--- src/rtl/axi_wide_to_narrow.sv ---
// AXI width down-converter: splits wide upstream transfers into narrow
// downstream beats and packs narrow read beats back into wide beats.
// One outstanding transaction per direction.
module axi_wide_to_narrow #(
    parameter int unsigned SOURCE_WIDTH = 128,
    parameter int unsigned TARGET_WIDTH = 64
) (
    input  logic                      aclk,
    input  logic                      areset,
    // upstream write address
    input  logic [31:0]               u_axi_awaddr,
    input  logic [2:0]                u_axi_awsize,
    input  logic [7:0]                u_axi_awlen,
    input  logic [1:0]                u_axi_awburst,
    input  logic                      u_axi_awvalid,
    output logic                      u_axi_awready,
    // upstream write data
    input  logic [SOURCE_WIDTH-1:0]   u_axi_wdata,
    input  logic [SOURCE_WIDTH/8-1:0] u_axi_wstrb,
    input  logic                      u_axi_wlast,
    input  logic                      u_axi_wvalid,
    output logic                      u_axi_wready,
    // upstream write response
    output logic [1:0]                u_axi_bresp,
    output logic                      u_axi_bvalid,
    input  logic                      u_axi_bready,
    // upstream read address
    input  logic [31:0]               u_axi_araddr,
    input  logic [2:0]                u_axi_arsize,
    input  logic [7:0]                u_axi_arlen,
    input  logic [1:0]                u_axi_arburst,
    input  logic                      u_axi_arvalid,
    output logic                      u_axi_arready,
    // upstream read data
    output logic [SOURCE_WIDTH-1:0]   u_axi_rdata,
    output logic [1:0]                u_axi_rresp,
    output logic                      u_axi_rlast,
    output logic                      u_axi_rvalid,
    input  logic                      u_axi_rready,
    // downstream write address
    output logic [31:0]               d_axi_awaddr,
    output logic [2:0]                d_axi_awsize,
    output logic [7:0]                d_axi_awlen,
    output logic [1:0]                d_axi_awburst,
    output logic                      d_axi_awvalid,
    input  logic                      d_axi_awready,
    // downstream write data
    output logic [TARGET_WIDTH-1:0]   d_axi_wdata,
    output logic [TARGET_WIDTH/8-1:0] d_axi_wstrb,
    output logic                      d_axi_wlast,
    output logic                      d_axi_wvalid,
    input  logic                      d_axi_wready,
    // downstream write response
    input  logic [1:0]                d_axi_bresp,
    input  logic                      d_axi_bvalid,
    output logic                      d_axi_bready,
    // downstream read address
    output logic [31:0]               d_axi_araddr,
    output logic [2:0]                d_axi_arsize,
    output logic [7:0]                d_axi_arlen,
    output logic [1:0]                d_axi_arburst,
    output logic                      d_axi_arvalid,
    input  logic                      d_axi_arready,
    // downstream read data
    input  logic [TARGET_WIDTH-1:0]   d_axi_rdata,
    input  logic [1:0]                d_axi_rresp,
    input  logic                      d_axi_rlast,
    input  logic                      d_axi_rvalid,
    output logic                      d_axi_rready
);

    localparam int unsigned SOURCE_BYTES     = SOURCE_WIDTH / 8;
    localparam int unsigned TARGET_BYTES     = TARGET_WIDTH / 8;
    localparam int unsigned SOURCE_ADDR_BITS = $clog2(SOURCE_BYTES);
    localparam int unsigned TARGET_ADDR_BITS = $clog2(TARGET_BYTES);
    localparam int unsigned LANE_BITS        = SOURCE_ADDR_BITS - TARGET_ADDR_BITS;

    localparam logic [1:0] BURST_FIXED = 2'b00;
    localparam logic [1:0] BURST_INCR  = 2'b01;
    localparam logic [1:0] BURST_WRAP  = 2'b10;

    // log2 of the split ratio; 0 means the transfer passes beat-for-beat
    function automatic logic [2:0] ratio_log2(input logic [2:0] size);
        logic [2:0] rl;
        rl = 3'd0;
        if (32'(size) > TARGET_ADDR_BITS) rl = 3'(32'(size) - TARGET_ADDR_BITS);
        return rl;
    endfunction

    // downstream burst length after splitting; truncated to 8 bits
    function automatic logic [7:0] scaled_len(input logic [7:0] len, input logic [2:0] rl);
        return 8'(((32'(len) + 32'd1) << rl) - 32'd1);
    endfunction

    // address of the next downstream beat
    function automatic logic [31:0] next_addr(input logic [31:0] a, input logic [2:0] size,
                                              input logic [7:0] len, input logic [1:0] burst,
                                              input logic split);
        logic [31:0] step;
        logic [31:0] mask;
        logic [31:0] res;
        step = 32'd1 << size;
        mask = ((32'(len) + 32'd1) << size) - 32'd1;
        if (split)                    res = a + 32'(TARGET_BYTES);
        else if (burst == BURST_FIXED) res = a;
        else if (burst == BURST_WRAP)  res = (a & ~mask) | ((a + step) & mask);
        else                          res = a + step;
        return res;
    endfunction

    // ------------------------------------------------------------------
    // Write path
    // ------------------------------------------------------------------
    typedef enum logic [1:0] {W_IDLE, W_ADDR, W_DATA, W_RESP} w_state_t;

    w_state_t             w_state;
    logic [31:0]          w_beat_addr;
    logic [2:0]           w_size;
    logic [7:0]           w_len;
    logic [1:0]           w_burst;
    logic                 w_split;
    logic [7:0]           w_last_sub;
    logic [7:0]           w_sub;
    logic [2:0]           aw_rl;
    logic [LANE_BITS-1:0] w_lane;
    logic                 w_final_sub;

    assign aw_rl       = ratio_log2(u_axi_awsize);
    assign w_lane      = w_beat_addr[SOURCE_ADDR_BITS-1:TARGET_ADDR_BITS];
    assign w_final_sub = (w_sub == w_last_sub);

    assign u_axi_awready = (w_state == W_IDLE) && !areset;
    assign d_axi_awvalid = (w_state == W_ADDR);
    assign d_axi_wvalid  = (w_state == W_DATA) && u_axi_wvalid;
    assign d_axi_wdata   = u_axi_wdata[32'(w_lane)*TARGET_WIDTH +: TARGET_WIDTH];
    assign d_axi_wstrb   = u_axi_wstrb[32'(w_lane)*TARGET_BYTES +: TARGET_BYTES];
    assign d_axi_wlast   = (w_state == W_DATA) && u_axi_wlast && w_final_sub;
    assign u_axi_wready  = (w_state == W_DATA) && d_axi_wready && w_final_sub;
    assign u_axi_bvalid  = (w_state == W_RESP) && d_axi_bvalid;
    assign d_axi_bready  = (w_state == W_RESP) && u_axi_bready;
    assign u_axi_bresp   = d_axi_bresp;

    // write FSM: capture AW, issue downstream AW, stream sub-beats, relay B
    always_ff @(posedge aclk) begin
        if (areset) begin
            w_state       <= W_IDLE;
            w_beat_addr   <= '0;
            w_size        <= '0;
            w_len         <= '0;
            w_burst       <= '0;
            w_split       <= 1'b0;
            w_last_sub    <= '0;
            w_sub         <= '0;
            d_axi_awaddr  <= '0;
            d_axi_awsize  <= '0;
            d_axi_awlen   <= '0;
            d_axi_awburst <= '0;
        end else begin
            case (w_state)
                W_IDLE: begin
                    if (u_axi_awvalid) begin
                        d_axi_awaddr  <= u_axi_awaddr;
                        d_axi_awsize  <= (aw_rl != 3'd0) ? 3'(TARGET_ADDR_BITS) : u_axi_awsize;
                        d_axi_awlen   <= scaled_len(u_axi_awlen, aw_rl);
                        d_axi_awburst <= u_axi_awburst;
                        w_beat_addr   <= u_axi_awaddr;
                        w_size        <= u_axi_awsize;
                        w_len         <= u_axi_awlen;
                        w_burst       <= u_axi_awburst;
                        w_split       <= (aw_rl != 3'd0);
                        w_last_sub    <= 8'((32'd1 << aw_rl) - 32'd1);
                        w_sub         <= '0;
                        w_state       <= W_ADDR;
                    end
                end
                W_ADDR: begin
                    if (d_axi_awready) w_state <= W_DATA;
                end
                W_DATA: begin
                    if (d_axi_wvalid && d_axi_wready) begin
                        w_beat_addr <= next_addr(w_beat_addr, w_size, w_len, w_burst, w_split);
                        w_sub       <= w_final_sub ? 8'd0 : w_sub + 8'd1;
                        if (d_axi_wlast) w_state <= W_RESP;
                    end
                end
                W_RESP: begin
                    if (d_axi_bvalid && u_axi_bready) w_state <= W_IDLE;
                end
                default: w_state <= W_IDLE;
            endcase
        end
    end

    // ------------------------------------------------------------------
    // Read path
    // ------------------------------------------------------------------
    typedef enum logic [1:0] {R_IDLE, R_ADDR, R_DATA} r_state_t;

    r_state_t             r_state;
    logic [31:0]          r_beat_addr;
    logic [2:0]           r_size;
    logic [7:0]           r_len;
    logic [1:0]           r_burst;
    logic                 r_split;
    logic [7:0]           r_last_sub;
    logic [7:0]           r_sub;
    logic [SOURCE_WIDTH-1:0] r_buf;
    logic [1:0]           r_resp_acc;
    logic [2:0]           ar_rl;
    logic [LANE_BITS-1:0] r_lane;
    logic                 r_final_sub;
    logic [SOURCE_WIDTH-1:0] r_merged;
    logic [1:0]           r_resp_new;

    assign ar_rl       = ratio_log2(u_axi_arsize);
    assign r_lane      = r_beat_addr[SOURCE_ADDR_BITS-1:TARGET_ADDR_BITS];
    assign r_final_sub = (r_sub == r_last_sub);

    assign u_axi_arready = (r_state == R_IDLE) && !areset;
    assign d_axi_arvalid = (r_state == R_ADDR);
    assign d_axi_rready  = (r_state == R_DATA) && !u_axi_rvalid;

    // pack buffer with the incoming narrow beat merged into its lane
    always_comb begin
        r_merged = r_buf;
        r_merged[32'(r_lane)*TARGET_WIDTH +: TARGET_WIDTH] = d_axi_rdata;
        r_resp_new = (d_axi_rresp > r_resp_acc) ? d_axi_rresp : r_resp_acc;
    end

    // read FSM: capture AR, issue downstream AR, pack beats, hold wide beat
    always_ff @(posedge aclk) begin
        if (areset) begin
            r_state       <= R_IDLE;
            r_beat_addr   <= '0;
            r_size        <= '0;
            r_len         <= '0;
            r_burst       <= '0;
            r_split       <= 1'b0;
            r_last_sub    <= '0;
            r_sub         <= '0;
            r_buf         <= '0;
            r_resp_acc    <= '0;
            d_axi_araddr  <= '0;
            d_axi_arsize  <= '0;
            d_axi_arlen   <= '0;
            d_axi_arburst <= '0;
            u_axi_rdata   <= '0;
            u_axi_rresp   <= '0;
            u_axi_rlast   <= 1'b0;
            u_axi_rvalid  <= 1'b0;
        end else begin
            case (r_state)
                R_IDLE: begin
                    if (u_axi_arvalid) begin
                        d_axi_araddr  <= u_axi_araddr;
                        d_axi_arsize  <= (ar_rl != 3'd0) ? 3'(TARGET_ADDR_BITS) : u_axi_arsize;
                        d_axi_arlen   <= scaled_len(u_axi_arlen, ar_rl);
                        d_axi_arburst <= u_axi_arburst;
                        r_beat_addr   <= u_axi_araddr;
                        r_size        <= u_axi_arsize;
                        r_len         <= u_axi_arlen;
                        r_burst       <= u_axi_arburst;
                        r_split       <= (ar_rl != 3'd0);
                        r_last_sub    <= 8'((32'd1 << ar_rl) - 32'd1);
                        r_sub         <= '0;
                        r_state       <= R_ADDR;
                    end
                end
                R_ADDR: begin
                    if (d_axi_arready) r_state <= R_DATA;
                end
                R_DATA: begin
                    if (u_axi_rvalid) begin
                        if (u_axi_rready) begin
                            u_axi_rvalid <= 1'b0;
                            r_buf        <= '0;
                            r_resp_acc   <= '0;
                            if (u_axi_rlast) r_state <= R_IDLE;
                        end
                    end else if (d_axi_rvalid) begin
                        r_buf       <= r_merged;
                        r_resp_acc  <= r_resp_new;
                        r_beat_addr <= next_addr(r_beat_addr, r_size, r_len, r_burst, r_split);
                        r_sub       <= r_final_sub ? 8'd0 : r_sub + 8'd1;
                        if (r_final_sub) begin
                            u_axi_rvalid <= 1'b1;
                            u_axi_rdata  <= r_merged;
                            u_axi_rresp  <= r_resp_new;
                            u_axi_rlast  <= d_axi_rlast;
                        end
                    end
                end
                default: r_state <= R_IDLE;
            endcase
        end
    end

`ifndef SYNTHESIS
    task automatic check_request(input string dir, input logic [31:0] addr,
                                 input logic [2:0] size, input logic [7:0] len,
                                 input logic [1:0] burst);
        logic [2:0] rl;
        rl = ratio_log2(size);
        if (32'(size) > SOURCE_ADDR_BITS)
            $error("%s size %0d exceeds upstream width", dir, size);
        if ((addr & ((32'd1 << size) - 32'd1)) != 32'd0)
            $error("%s address %h unaligned to size %0d", dir, addr, size);
        if (((32'(len) + 32'd1) << rl) > 32'd256)
            $error("%s split burst too long, len %0d size %0d", dir, len, size);
        if (rl != 3'd0 && burst != BURST_INCR)
            $error("%s split of non-INCR burst %0d handled as INCR", dir, burst);
    endtask

    // flag illegal upstream requests at acceptance
    always @(posedge aclk) begin
        if (!areset && u_axi_awvalid && u_axi_awready)
            check_request("AW", u_axi_awaddr, u_axi_awsize, u_axi_awlen, u_axi_awburst);
        if (!areset && u_axi_arvalid && u_axi_arready)
            check_request("AR", u_axi_araddr, u_axi_arsize, u_axi_arlen, u_axi_arburst);
    end
`endif

endmodule

--- config.mk ---
export PLATFORM = sky130hd
export DESIGN_NAME = axi_wide_to_narrow
export DESIGN_NICKNAME = d
export VERILOG_FILES = /design/src/rtl/axi_wide_to_narrow.sv
export SDC_FILE = /design/constraint.sdc
export NUM_CORES = 1
export LEC_CHECK = 0
export CAP_MARGIN = 20
export CORE_ASPECT_RATIO = 0.7
export CORE_MARGIN = 10
export CORE_UTILIZATION = 25
export CTS_CLUSTER_SIZE = 14
export DETAILED_ROUTE_END_ITERATION = 7
export PLACE_DENSITY = 0.56
export SETUP_SLACK_MARGIN = 0.5
export SLEW_MARGIN = 40
export SYNTH_ARGS = -nofsm -noshare
export SYNTH_HDL_FRONTEND = slang
export SYNTH_SLANG_ARGS = --single-unit
--- constraint.sdc ---
create_clock -name aclk -period 9.55 [get_ports aclk]
set_input_delay 1.91 -clock aclk [delete_from_list [all_inputs] [get_ports aclk]]
set_output_delay 1.91 -clock aclk [all_outputs]
set_load 0.05 [all_outputs]
==> impl_metrics.py <==
metrics = {
    "place": {
        "place_ws_ns": 4.02,
        "io_buffers": 617,
        "gp_congestion": 0.843,
        "hpwl_mm": 53.1,
    },
    "setup_path": {
        "startpoint_type": "input pin",
        "cp.required_ns": 7.64,
        "r2r_slack_ns": 6.33,
        "timing.critical_path.arrival_ns": 3.62,
        "crit_path_end_kind": "output pin",
        "path_max_fanout": 2,
        "setup.worst_path.class": "input pin to output pin",
    },
    "run_status": {
        "status": "complete, no violations",
    },
    "finish": {
        "drive_above_1_share": 0.0763,
        "syn_to_final_growth_pct": 44.4,
        "utilization": 0.366,
        "fin_nets": 3054,
    },
    "timing": {
        "hold_viol": 0,
        "max-slew-margin-rel": 0.479,
        "worst_slack_ns": 4.02,
        "setup_viol": 0,
        "rsz0062_at_grt": "false",
        "slew_viol_final": 0,
        "max_freq_mhz": 181,
        "tns_ns": 0,
        "tightest_slew_ns": 0.781,
        "layout_min_cycle_time_ns": 5.53,
        "finClkSkew_ns": 0.0190,
        "period_share": 0.579,
    },
    "routing": {
        "post_drt_via_cell_ratio": 4.79,
        "dr_total_vias": 17900,
        "ant_nets": 0,
        "dr.pass1.iters": 5,
        "drtIter0Drc": 1113,
        "route.detailed.drc": 0,
        "wl_per_cell_um": 19.5,
        "routed_wl_mm": 72.9,
    },
    "logic_synthesis": {
        "yosysUniqueCellTypes": 87,
        "yosysTopAreaCellShare": 0.428,
        "yosys-top-cells-area": "dfxtp_1 (43%), mux2i_1 (7.2%), nor2_1 (6.9%)",
        "synth_area_um2": 19200,
        "yosys_warnings": 0,
        "synth_seq_cells": 410,
        "synth_common_cells": "dfxtp_1 (410), nor2_1 (352), nand2_1 (233)",
        "yosysTopAreaCell": "dfxtp_1",
        "syn_avg_cell_area_um2": 8.73,
        "synth-main-ff-cell": "dfxtp_1",
        "syn_nets": 2544,
        "synthArstFlopShare": 0,
        "synth_edf_count": 0,
        "synth_cells": 2197,
        "yosysMostFrequentCell": "dfxtp_1",
        "synth-seq-area-share": 0.428,
    },
    "grt": {
        "grt_use_total": 0.156,
        "first_global_vias": 17100,
        "grt_pass1_wl_mm": 109,
        "grt_start_max_net_pins": 201,
        "grt_antenna_before_repair": 17,
        "grt-ovfl-total": 0,
    },
    "run": {
        "drv_cap": 0,
    },
    "die": {
        "initial_core_util": 0.254,
        "fp-row-count": 84,
        "coreArea_um2": 75600,
        "dieArea_um2": 88400,
        "die_y_um": 252,
        "pin_count": 622,
        "die_w_um": 351,
    },
    "cts": {
        "cts_tree": "built",
        "clk_pin_slew_ns": 0.05,
        "post_cts_buffers": 0,
        "clock-sinks": 410,
        "cts-resized-gates": 0,
        "cts_root_buf": "clkbuf_16",
        "postCtsHoldBufs": 0,
        "clockBufferDepth": 3,
        "htreeDepth": 2,
        "numCtsBuffers": 46,
        "clock_latency_ns": 0.58,
    },
    "hold_path": {
        "hold_class": "flip-flop to flip-flop",
    },
    "power_and_ir_drop": {
        "power_density_nw_per_um2": 207,
        "vdd_drop_max_mv": 0.121,
        "p_leak_nw": 9.53,
    },
}
critical path: stages:
cell             delay [ns]
clkdlybuf4s50_1        0.52
and3_1                 0.30
clkdlybuf4s50_1        0.88
state kept, by name, indices dropped and copies added, names as in the netlist, 3 cells and up, named ones only:
signal	count
r_len	4
w_len	4
d_axi_arlen	8
d_axi_awsize	3
r_beat_addr	3
d_axi_arsize	3
w_beat_addr	3
r_buf	128
u_axi_rdata	128
r_size	3
w_sub	8
w_size	3
d_axi_awaddr	32
d_axi_araddr	32
d_axi_awlen	8
r_last_sub	8
w_last_sub	8
r_sub	8
cell families (layout without fill, tap and decap cells):
| logic type | after synthesis | in the layout | synth area share |
|---|---|---|---|
| buf+inv | 206 | 748 | 0.0461 |
| compound gates | 539 | 539 | 0.199 |
| fa+ha+maj | 31 | 31 | 0.0210 |
| xor+xnor | 50 | 50 | 0.0228 |
| simple gates | 750 | 750 | 0.168 |
| other cells | 0 | 3 | 0 |
| mux | 211 | 211 | 0.115 |
| flops | 410 | 410 | 0.428 |
layout make-up:
class	instances	area [um^2]
well taps	989	1240
inverters	28	105
multi-input cells	1581	10100
clock inverters	20	277
diodes	3	7.51
clock buffers	60	1270
fillers	7685	47900
flip-flops and latches	410	8220
repair buffers	640	6470
metal layers:
layer,up-vias,track usage,wire (um),share of wire
met4,26,0.0277,1080,0.015
met1,8351,0.207,33200,0.46
met3,97,0.0572,6470,0.089
met2,534,0.242,32000,0.44
met5,-,0,167,0.0023
li1,8860,-,-,-
power by group:
group / switching, W / internal (W) / total, W
sequential: 0.000102 / 0.00181 / 0.00192
clock: 0.000762 / 0.00110 / 0.00187
combinational: 0.00121 / 0.000746 / 0.00196
total: 0.00208 / 0.00366 / 0.00574
placed cells by master (no fill, tap or decap), drive strengths merged, types with 11 or more instances in the layout:
cell,count
clkdlybuf4s50,616
nand4,11
buf,24
a211oi,161
and3,13
nor2,352
nand2,233
ha,29
clkbuf,60
xor2,23
and2,14
nand3,26
clkinv,11
dfxtp,410
nand2b,14
nor3,29
inv,29
nor2b,17
o21ai,32
mux2i,137
a22oi,131
a21oi,130
xnor2,27
mux2,74
path summary, 6_finish.rpt:
check	from	to	depth (start not counted)
worst max register to register	r_sub[3]	u_axi_rdata[44]	8
worst min register to register	d_axi_awaddr[11]	d_axi_awaddr[11]	2
worst min-delay path	d_axi_awaddr[11]	d_axi_awaddr[11]	2
worst max-delay path	d_axi_wready	u_axi_wready	3
per-stage QoR:
step           cell area (um^2)  cells  total power [W]  hold slack (ns)
6_report                  27700   3731          0.00574            0.451
3_3_place_gp              26000   3642          0.00391            0.441
3_5_place_dp              26100   3647          0.00392            0.446
2_1_floorplan             19200   2197          0.00322            0.443
5_1_grt                   27700   3729          0.00603            0.468
4_1_cts                   27700   3727          0.00584            0.453
No activity file was read; power rests on OpenSTA's default activity.
